===== src/rtl/decode_pkg.sv =====
// Shared decode constants: unit codes, branch-family opcodes/XOs, kind and state enums.
package decode_pkg;

  localparam int unsigned FX_UNIT_ID     = 0;
  localparam int unsigned BRANCH_UNIT_ID = 6;

  localparam int unsigned OP_BC = 16;
  localparam int unsigned OP_B  = 18;
  localparam int unsigned OP_XL = 19;

  localparam logic [9:0] XO_BCLR  = 10'd16;
  localparam logic [9:0] XO_BCCTR = 10'd528;

  typedef enum logic [1:0] {
    KIND_BC    = 2'd0,
    KIND_B     = 2'd1,
    KIND_BCLR  = 2'd2,
    KIND_BCCTR = 2'd3
  } branch_kind_t;

  typedef enum logic {
    IDLE = 1'b0,
    LINK = 1'b1
  } dec_state_t;

endpackage


===== src/rtl/branch_classifier.sv =====
// Combinational classifier for the branch family: kind, legality, CTR decrement, link request.
module branch_classifier
  import decode_pkg::*;
#(
  parameter int unsigned opcodeSize = 6
) (
  input  logic [opcodeSize-1:0] opcode,
  input  logic [9:0]            xo,
  input  logic                  bo2,
  input  logic                  lk,
  output logic [1:0]            kind,
  output logic                  legal,
  output logic                  ctr_decrement,
  output logic                  needs_link
);

  branch_kind_t kind_c;

  always_comb begin
    kind_c        = KIND_BC;
    legal         = 1'b0;
    ctr_decrement = 1'b0;
    if (opcode == opcodeSize'(OP_BC)) begin
      kind_c        = KIND_BC;
      legal         = 1'b1;
      ctr_decrement = !bo2;
    end else if (opcode == opcodeSize'(OP_B)) begin
      kind_c = KIND_B;
      legal  = 1'b1;
    end else if (opcode == opcodeSize'(OP_XL)) begin
      if (xo == XO_BCLR) begin
        kind_c        = KIND_BCLR;
        legal         = 1'b1;
        ctr_decrement = !bo2;
      end else if (xo == XO_BCCTR) begin
        // bcctr with a decrementing BO is architecturally invalid
        kind_c = KIND_BCCTR;
        legal  = bo2;
      end
    end
  end

  assign kind       = kind_c;
  assign needs_link = lk;

endmodule


===== src/rtl/branch_family_decoder.sv =====
// Branch-family decoder with valid/ready handshake and optional LR-write micro-op split.
module branch_family_decoder
  import decode_pkg::*;
#(
  parameter int unsigned addressWidth            = 64,
  parameter int unsigned instructionWidth        = 32,
  parameter int unsigned PidSize                 = 20,
  parameter int unsigned TidSize                 = 16,
  parameter int unsigned instructionCounterWidth = 64,
  parameter int unsigned instMinIdWidth          = 7,
  parameter int unsigned opcodeSize              = 6,
  parameter int unsigned funcUnitCodeSize        = 3,
  parameter int unsigned BranchUnitID            = BRANCH_UNIT_ID,
  parameter int unsigned FXUnitId                = FX_UNIT_ID,
  parameter bit          SplitLink               = 1'b1
) (
  input  logic                               clock_i,
  input  logic                               reset_i,
  input  logic                               valid_i,
  output logic                               ready_o,
  input  logic [opcodeSize-1:0]              instructionOpcode_i,
  input  logic [0:instructionWidth-1]        instruction_i,
  input  logic [addressWidth-1:0]            instructionAddress_i,
  input  logic                               is64Bit_i,
  input  logic [PidSize-1:0]                 instructionPid_i,
  input  logic [TidSize-1:0]                 instructionTid_i,
  input  logic [instructionCounterWidth-1:0] instructionMajId_i,
  output logic                               valid_o,
  input  logic                               ready_i,
  output logic [opcodeSize-1:0]              instructionOpcode_o,
  output logic [addressWidth-1:0]            instructionAddress_o,
  output logic [funcUnitCodeSize-1:0]        functionalUnitType_o,
  output logic [instructionCounterWidth-1:0] instMajId_o,
  output logic [instMinIdWidth-1:0]          instMinId_o,
  output logic                               is64Bit_o,
  output logic [PidSize-1:0]                 instPid_o,
  output logic [TidSize-1:0]                 instTid_o,
  output logic [1:0]                         branchKind_o,
  output logic                               ctrDecrement_o,
  output logic                               isLinkUop_o,
  output logic [25:0]                        instructionBody_o,
  output logic                               invalid_o
);

  dec_state_t state_q, state_d;
  logic       valid_d, invalid_d, load_uop0, load_uop1, accept;
  logic [1:0] kind;
  logic       legal, ctr_decrement, needs_link;
  logic       unused_opcode_field;

  // Primary opcode arrives separately; the raw copy in bits 0:5 is not needed.
  assign unused_opcode_field = ^instruction_i[0:5];

  branch_classifier #(
    .opcodeSize(opcodeSize)
  ) u_classifier (
    .opcode       (instructionOpcode_i),
    .xo           (instruction_i[21:30]),
    .bo2          (instruction_i[8]),
    .lk           (instruction_i[31]),
    .kind         (kind),
    .legal        (legal),
    .ctr_decrement(ctr_decrement),
    .needs_link   (needs_link)
  );

  assign ready_o = (state_q == IDLE) && (!valid_o || ready_i);
  assign accept  = valid_i && ready_o;

  always_comb begin
    state_d   = state_q;
    valid_d   = valid_o;
    invalid_d = 1'b0;
    load_uop0 = 1'b0;
    load_uop1 = 1'b0;
    if (accept) begin
      if (legal) begin
        load_uop0 = 1'b1;
        valid_d   = 1'b1;
        if (SplitLink && needs_link) state_d = LINK;
      end else begin
        valid_d   = 1'b0;
        invalid_d = 1'b1;
      end
    end else if (valid_o && ready_i) begin
      if (state_q == LINK) begin
        // Link micro-op reuses the registered fields of micro-op 0.
        load_uop1 = 1'b1;
        state_d   = IDLE;
      end else begin
        valid_d = 1'b0;
      end
    end
  end

  always_ff @(posedge clock_i) begin
    if (reset_i) begin
      state_q              <= IDLE;
      valid_o              <= 1'b0;
      invalid_o            <= 1'b0;
      instructionOpcode_o  <= '0;
      instructionAddress_o <= '0;
      functionalUnitType_o <= '0;
      instMajId_o          <= '0;
      instMinId_o          <= '0;
      is64Bit_o            <= 1'b0;
      instPid_o            <= '0;
      instTid_o            <= '0;
      branchKind_o         <= '0;
      ctrDecrement_o       <= 1'b0;
      isLinkUop_o          <= 1'b0;
      instructionBody_o    <= '0;
    end else begin
      state_q   <= state_d;
      valid_o   <= valid_d;
      invalid_o <= invalid_d;
      if (load_uop0) begin
        instructionOpcode_o  <= instructionOpcode_i;
        instructionAddress_o <= instructionAddress_i;
        functionalUnitType_o <= funcUnitCodeSize'(BranchUnitID);
        instMajId_o          <= instructionMajId_i;
        instMinId_o          <= '0;
        is64Bit_o            <= is64Bit_i;
        instPid_o            <= instructionPid_i;
        instTid_o            <= instructionTid_i;
        branchKind_o         <= kind;
        ctrDecrement_o       <= ctr_decrement;
        isLinkUop_o          <= 1'b0;
        instructionBody_o    <= instruction_i[6:31];
      end else if (load_uop1) begin
        functionalUnitType_o <= funcUnitCodeSize'(FXUnitId);
        instMinId_o          <= instMinIdWidth'(1);
        isLinkUop_o          <= 1'b1;
      end
    end
  end

endmodule


===== config.mk =====
export PLATFORM = sky130hd
export DESIGN_NAME = branch_family_decoder
export DESIGN_NICKNAME = d
export VERILOG_FILES = /design/src/rtl/decode_pkg.sv /design/src/rtl/branch_classifier.sv /design/src/rtl/branch_family_decoder.sv
export SDC_FILE = /design/constraint.sdc
export NUM_CORES = 1
export LEC_CHECK = 0
export ABC_AREA = 1
export CORE_ASPECT_RATIO = 0.8
export CORE_MARGIN = 10
export CORE_UTILIZATION = 44
export DETAILED_ROUTE_END_ITERATION = 8
export PLACE_DENSITY = 0.95
export SYNTH_ARGS = -nofsm -noshare
export SYNTH_HDL_FRONTEND = slang
export SYNTH_SLANG_ARGS = --single-unit
export TNS_END_PERCENT = 5

===== constraint.sdc =====
create_clock -name clock_i -period 3 [get_ports clock_i]
set_input_delay 0.9 -clock clock_i [delete_from_list [all_inputs] [get_ports clock_i]]
set_output_delay 0.9 -clock clock_i [all_outputs]
set_load 0.03 [all_outputs]

# Word level (Yosys, flattened, before mapping)
# Index checks and enable logic that the tools add are counted.
dict set report op_classes {
  n_eq_ne 8
  n_mux 29
  n_bitwise 2
  reduce_logical 12
}
# op count
set op_table {}
lappend op_table {{$mux W1} 22}
lappend op_table {{$eq A6 B5 Y1 const B} 3}
lappend op_table {{$eq A10 B10 Y1 const B} 1}
lappend op_table {{$eq A10 B5 Y1 const B} 1}
lappend op_table {{$mux W2} 5}
lappend op_table {{$mux W3} 2}
lappend op_table {{$ne A2 B1 Y1 const B} 2}
lappend op_table {{$reduce_bool A2 Y1} 2}
lappend op_table {{$reduce_or A2 Y1} 2}
lappend op_table {{$logic_and A1 B1 Y1} 3}
lappend op_table {{$reduce_and A3 Y1} 1}
lappend op_table {{$logic_not A1 Y1} 2}
lappend op_table {{$ne A2 B2 Y1 const B} 1}
lappend op_table {{$not A1 Y1} 2}
lappend op_table {{$reduce_and A2 Y1} 1}
lappend op_table {{$logic_or A1 B1 Y1} 1}
dict set report totals {
  reg_bits 206
  in_bits 207
  output_inout_bits 214
  word_cells 65
}

# Logic depth before layout (Yosys ltp)
dict set report depth {
  ltp_word 9
  ltp_mapped 11
  ltp_nobuf 10
}

# Hierarchy
# A second synthesis with hierarchy kept.
dict set report hier_totals {
  cells_unflattened 1341
  area_unflattened_um2 8535.7
}
# mod n_inst cells_per_inst area_per_inst_um2 seq_area_each_um2
set modules_own_cells {}
lappend modules_own_cells {branch_family_decoder 1 1303 8354.3 4103.9}
lappend modules_own_cells {branch_classifier 1 38 181.4 0.0}

# Worst setup path after synthesis
# OpenSTA, ideal clock, no wires.
dict set report synth_timing {
  path_type {in2out}
  start {in ready_i}
  end {out ready_o}
  arrival_ns 1.305
  t_required_ns 2.100
  slack_ns 0.795
  cell_stages 3
  n_path_buf 0
  cell_sequence {inv_1 -> a21o_1 -> inv_1}
}
dict set report synth_via {
  elab_chain_cells 2
}
# item line_no
set synth_lines {}
lappend synth_lines {{start: declaration} branch_family_decoder.sv:29} ;# input logic ready_i,
lappend synth_lines {{$logic_or A1 B1 Y1} branch_family_decoder.sv:67} ;# assign ready_o = (state_q == IDLE) && (!valid_o || ready_i);
lappend synth_lines {{$logic_and A1 B1 Y1} branch_family_decoder.sv:67}
lappend synth_lines {{end: declaration} branch_family_decoder.sv:20} ;# output logic ready_o,
# No other way between the ends.

# Final worst setup path
# Same ends and word-level chain as after synthesis.

==> impl_metrics.py <==
metrics = {
    "grt": {
        "grt.overflow.total": 0,
        "grt_pass1_vias": 8940,
        "grt_pass1_wl_um": 48900,
        "grt_usage": 0.231,
        "grt_max_degree": 82,
        "antenna_found_initial": 2,
    },
    "run_status": {
        "status": "completed",
    },
    "route": {
        "vias": 9168,
        "first_pass_iters": 5,
        "wl_per_cell_um": 17.8,
        "drt-initial-drc-count": 700,
        "wl_um": 32900,
        "routed_via_density": 4.96,
        "drc": 0,
        "ant_nets": 0,
    },
    "sta": {
        "slew_headroom": 0.662,
        "fmax_ghz": 0.359,
        "rsz0062_at_grt": "false",
        "finalCritPeriodShare": 0.928,
        "setup-violations-final": 0,
        "clock_skew_ps": 13.1,
        "final_hold_viol_count": 0,
        "timing.final.ws_setup_ps": 215,
        "finalMaxSlewViolations": 0,
        "tightestPinTransition_ps": 506,
        "whs_ps": 441,
        "setup_tns_ps": 0,
        "min_period_ps": 2790,
    },
    "logic_synthesis": {
        "ys_warn_count": 0,
        "synth-edff-count": 0,
        "ys_seq_area_frac": 0.466,
        "synth_area_sq_um": 8810,
        "synth_cell_types": 19,
        "synth_top_area_frac": 0.466,
        "synthCells": 1208,
        "avgSynthCellArea_sq_um": 7.29,
        "ys_top_cells_by_count": "265 x nand2_1, 258 x nor2_1, 205 x dfxtp_1, 150 x a21oi_1, 142 x nand3b_1",
        "ys.flop_type": "dfxtp_1",
        "synth_top_cell_by_area": "dfxtp_1",
        "yosys_register_bits": 205,
        "synth_most_common_cell": "nand2_1",
        "synthArstFlopShare": 0,
        "synth_area_leaders": "dfxtp_1 47%, nand3b_1 12%, nand2_1 11%",
    },
    "clock_network": {
        "numClockSinks": 205,
        "cts_buffer_depth": 3,
        "clk_latency_ps": 500,
        "cts_hold_buf": 0,
        "cts_tree": "built",
        "cts_buffers": 22,
        "cts_resized": 0,
        "cts-root-buf": "clkbuf_16",
        "path_clk_slew_ps": 60,
        "cts_setup_buffers": 0,
        "htree_levels": 1,
    },
    "setup_path": {
        "cp.required_ps": 2100,
        "worstSetupPathType": "in -> out",
        "crit_path_start_kind": "primary input",
        "cp-end-kind": "output pin",
        "path_max_fanout": 4,
        "crit_arrival_ps": 1890,
    },
    "finish": {
        "final_cell_area_sq_um": 13900,
        "fill_cells": 1378,
        "area_growth_syn_to_layout_pct": 57.3,
        "drive_gt1_frac": 0.0442,
        "nets": 1776,
        "final_util": 0.702,
    },
    "power": {
        "p_sw_mw": 1.45,
        "power_frac_seq": 0.439,
        "power.density_nw_per_um2": 457,
        "leakage_nw": 5.65,
        "p_sw_frac": 0.228,
        "clkPwrFrac": 0.444,
        "combinationalPowerShare": 0.118,
        "peakVddDrop_mv": 0.410,
        "intPower_mw": 4.88,
    },
    "worst_hold_path": {
        "hold_class": "reg -> reg",
    },
    "floorplanning": {
        "io_pins": 421,
        "std_cell_rows": 46,
        "die_h_um": 147,
        "coreArea_sq_um": 19700,
        "initial_core_util": 0.446,
        "die_w_um": 178,
        "die_area_sq_um": 26100,
    },
    "flow_run": {
        "drv_cap": 0,
    },
    "placement": {
        "post-place-ws_ps": 91.6,
        "gp_congestion": 0.825,
        "dpl.hpwl_um": 24000,
        "portBuffers": 407,
        "dpl_cell_area_sq_um": 13100,
    },
}
[registers in the layout, indices dropped and copies added (netlist names)]
signal and count:
instructionBody_o 26, branchKind_o 2, instMinId_o 1, state_q 1
instTid_o 16, functionalUnitType_o 1, is64Bit_o 1, instMajId_o 64
instructionAddress_o 64, instPid_o 20, invalid_o 1, instructionOpcode_o 6
valid_o 1, ctrDecrement_o 1
[layer usage]
metal  wire length (um)  GRT usage  share of wire  vias up
li1                   -          -              -     4528
met1              11800      0.244           0.36     4168
met2              16400      0.410           0.50      401
met3               3580     0.0887           0.11       71
met4               1090     0.0809          0.033        0
met5                  0          0              0        -
[worst paths after layout]
check | slack [ps] | startpoint | depth (start not counted) | endpoint
hold / removal | 440 | instructionOpcode_o[2] | 2 | instructionOpcode_o[2]
setup / recovery | 210 | ready_i | 5 | ready_o
setup reg to reg | 1250 | valid_o | 7 | instructionAddress_o[18]
hold reg to reg | 440 | instructionOpcode_o[2] | 2 | instructionOpcode_o[2]
[stage by stage]
step / instances / power, mW
global route: 1848 / 6.53
CTS: 1846 / 6.37
floorplan: 1214 / 3.17
global placement: 1809 / 3.55
finish: 1848 / 6.33
detailed placement: 1809 / 3.57
[cell usage in the layout (no fill, tap or decap), drive strengths merged, types with 10 or more instances in the layout]
cell | netlist | layout
inv | 63 | 63
nand2 | 266 | 266
buf | 74 | 31
a21oi | 150 | 150
clkbuf | 32 | 32
clkdlybuf4s50 | 0 | 406
nor2 | 259 | 259
nand3 | 10 | 10
dfxtp | 205 | 205
nand3b | 142 | 142
[area by class of cell]
class	count	area, sq um	share of cell area
clock inverters	5	75.1	0.00542
repair buffers	437	4500	0.325
multi-input cells	840	3930	0.283
clock buffers	32	679	0.0490
diodes	2	5.00	0.000361
flip-flops and latches	205	4100	0.296
well taps	264	330	0.0238
inverters	63	241	0.0174
[critical path, stage by stage]
cell	delay [ps]
clkdlybuf4s50_1	500
inv_1	50
a21o_1	210
inv_1	70
buf_4	150
[logic make-up after synthesis]
kind of cell	Yosys count	share of synthesized area
AOI/OAI and AO/OA	151	0.0861
buffers and inverters	169	0.0930
DFF	205	0.466
other	1	0.000426
and+or+nand+nor	682	0.355
[power groups by stage]
stage                     clock [mW]  sequential (mW)  combinational [mW]
after detailed placement           0             2.84               0.736
after floorplan                    0             2.90               0.271
final                           2.81             2.78               0.744
after global placement             0             2.83               0.719
after global routing            2.96             2.78               0.797
after CTS                       2.85             2.78               0.744
(Power assumes the default switching activity.)
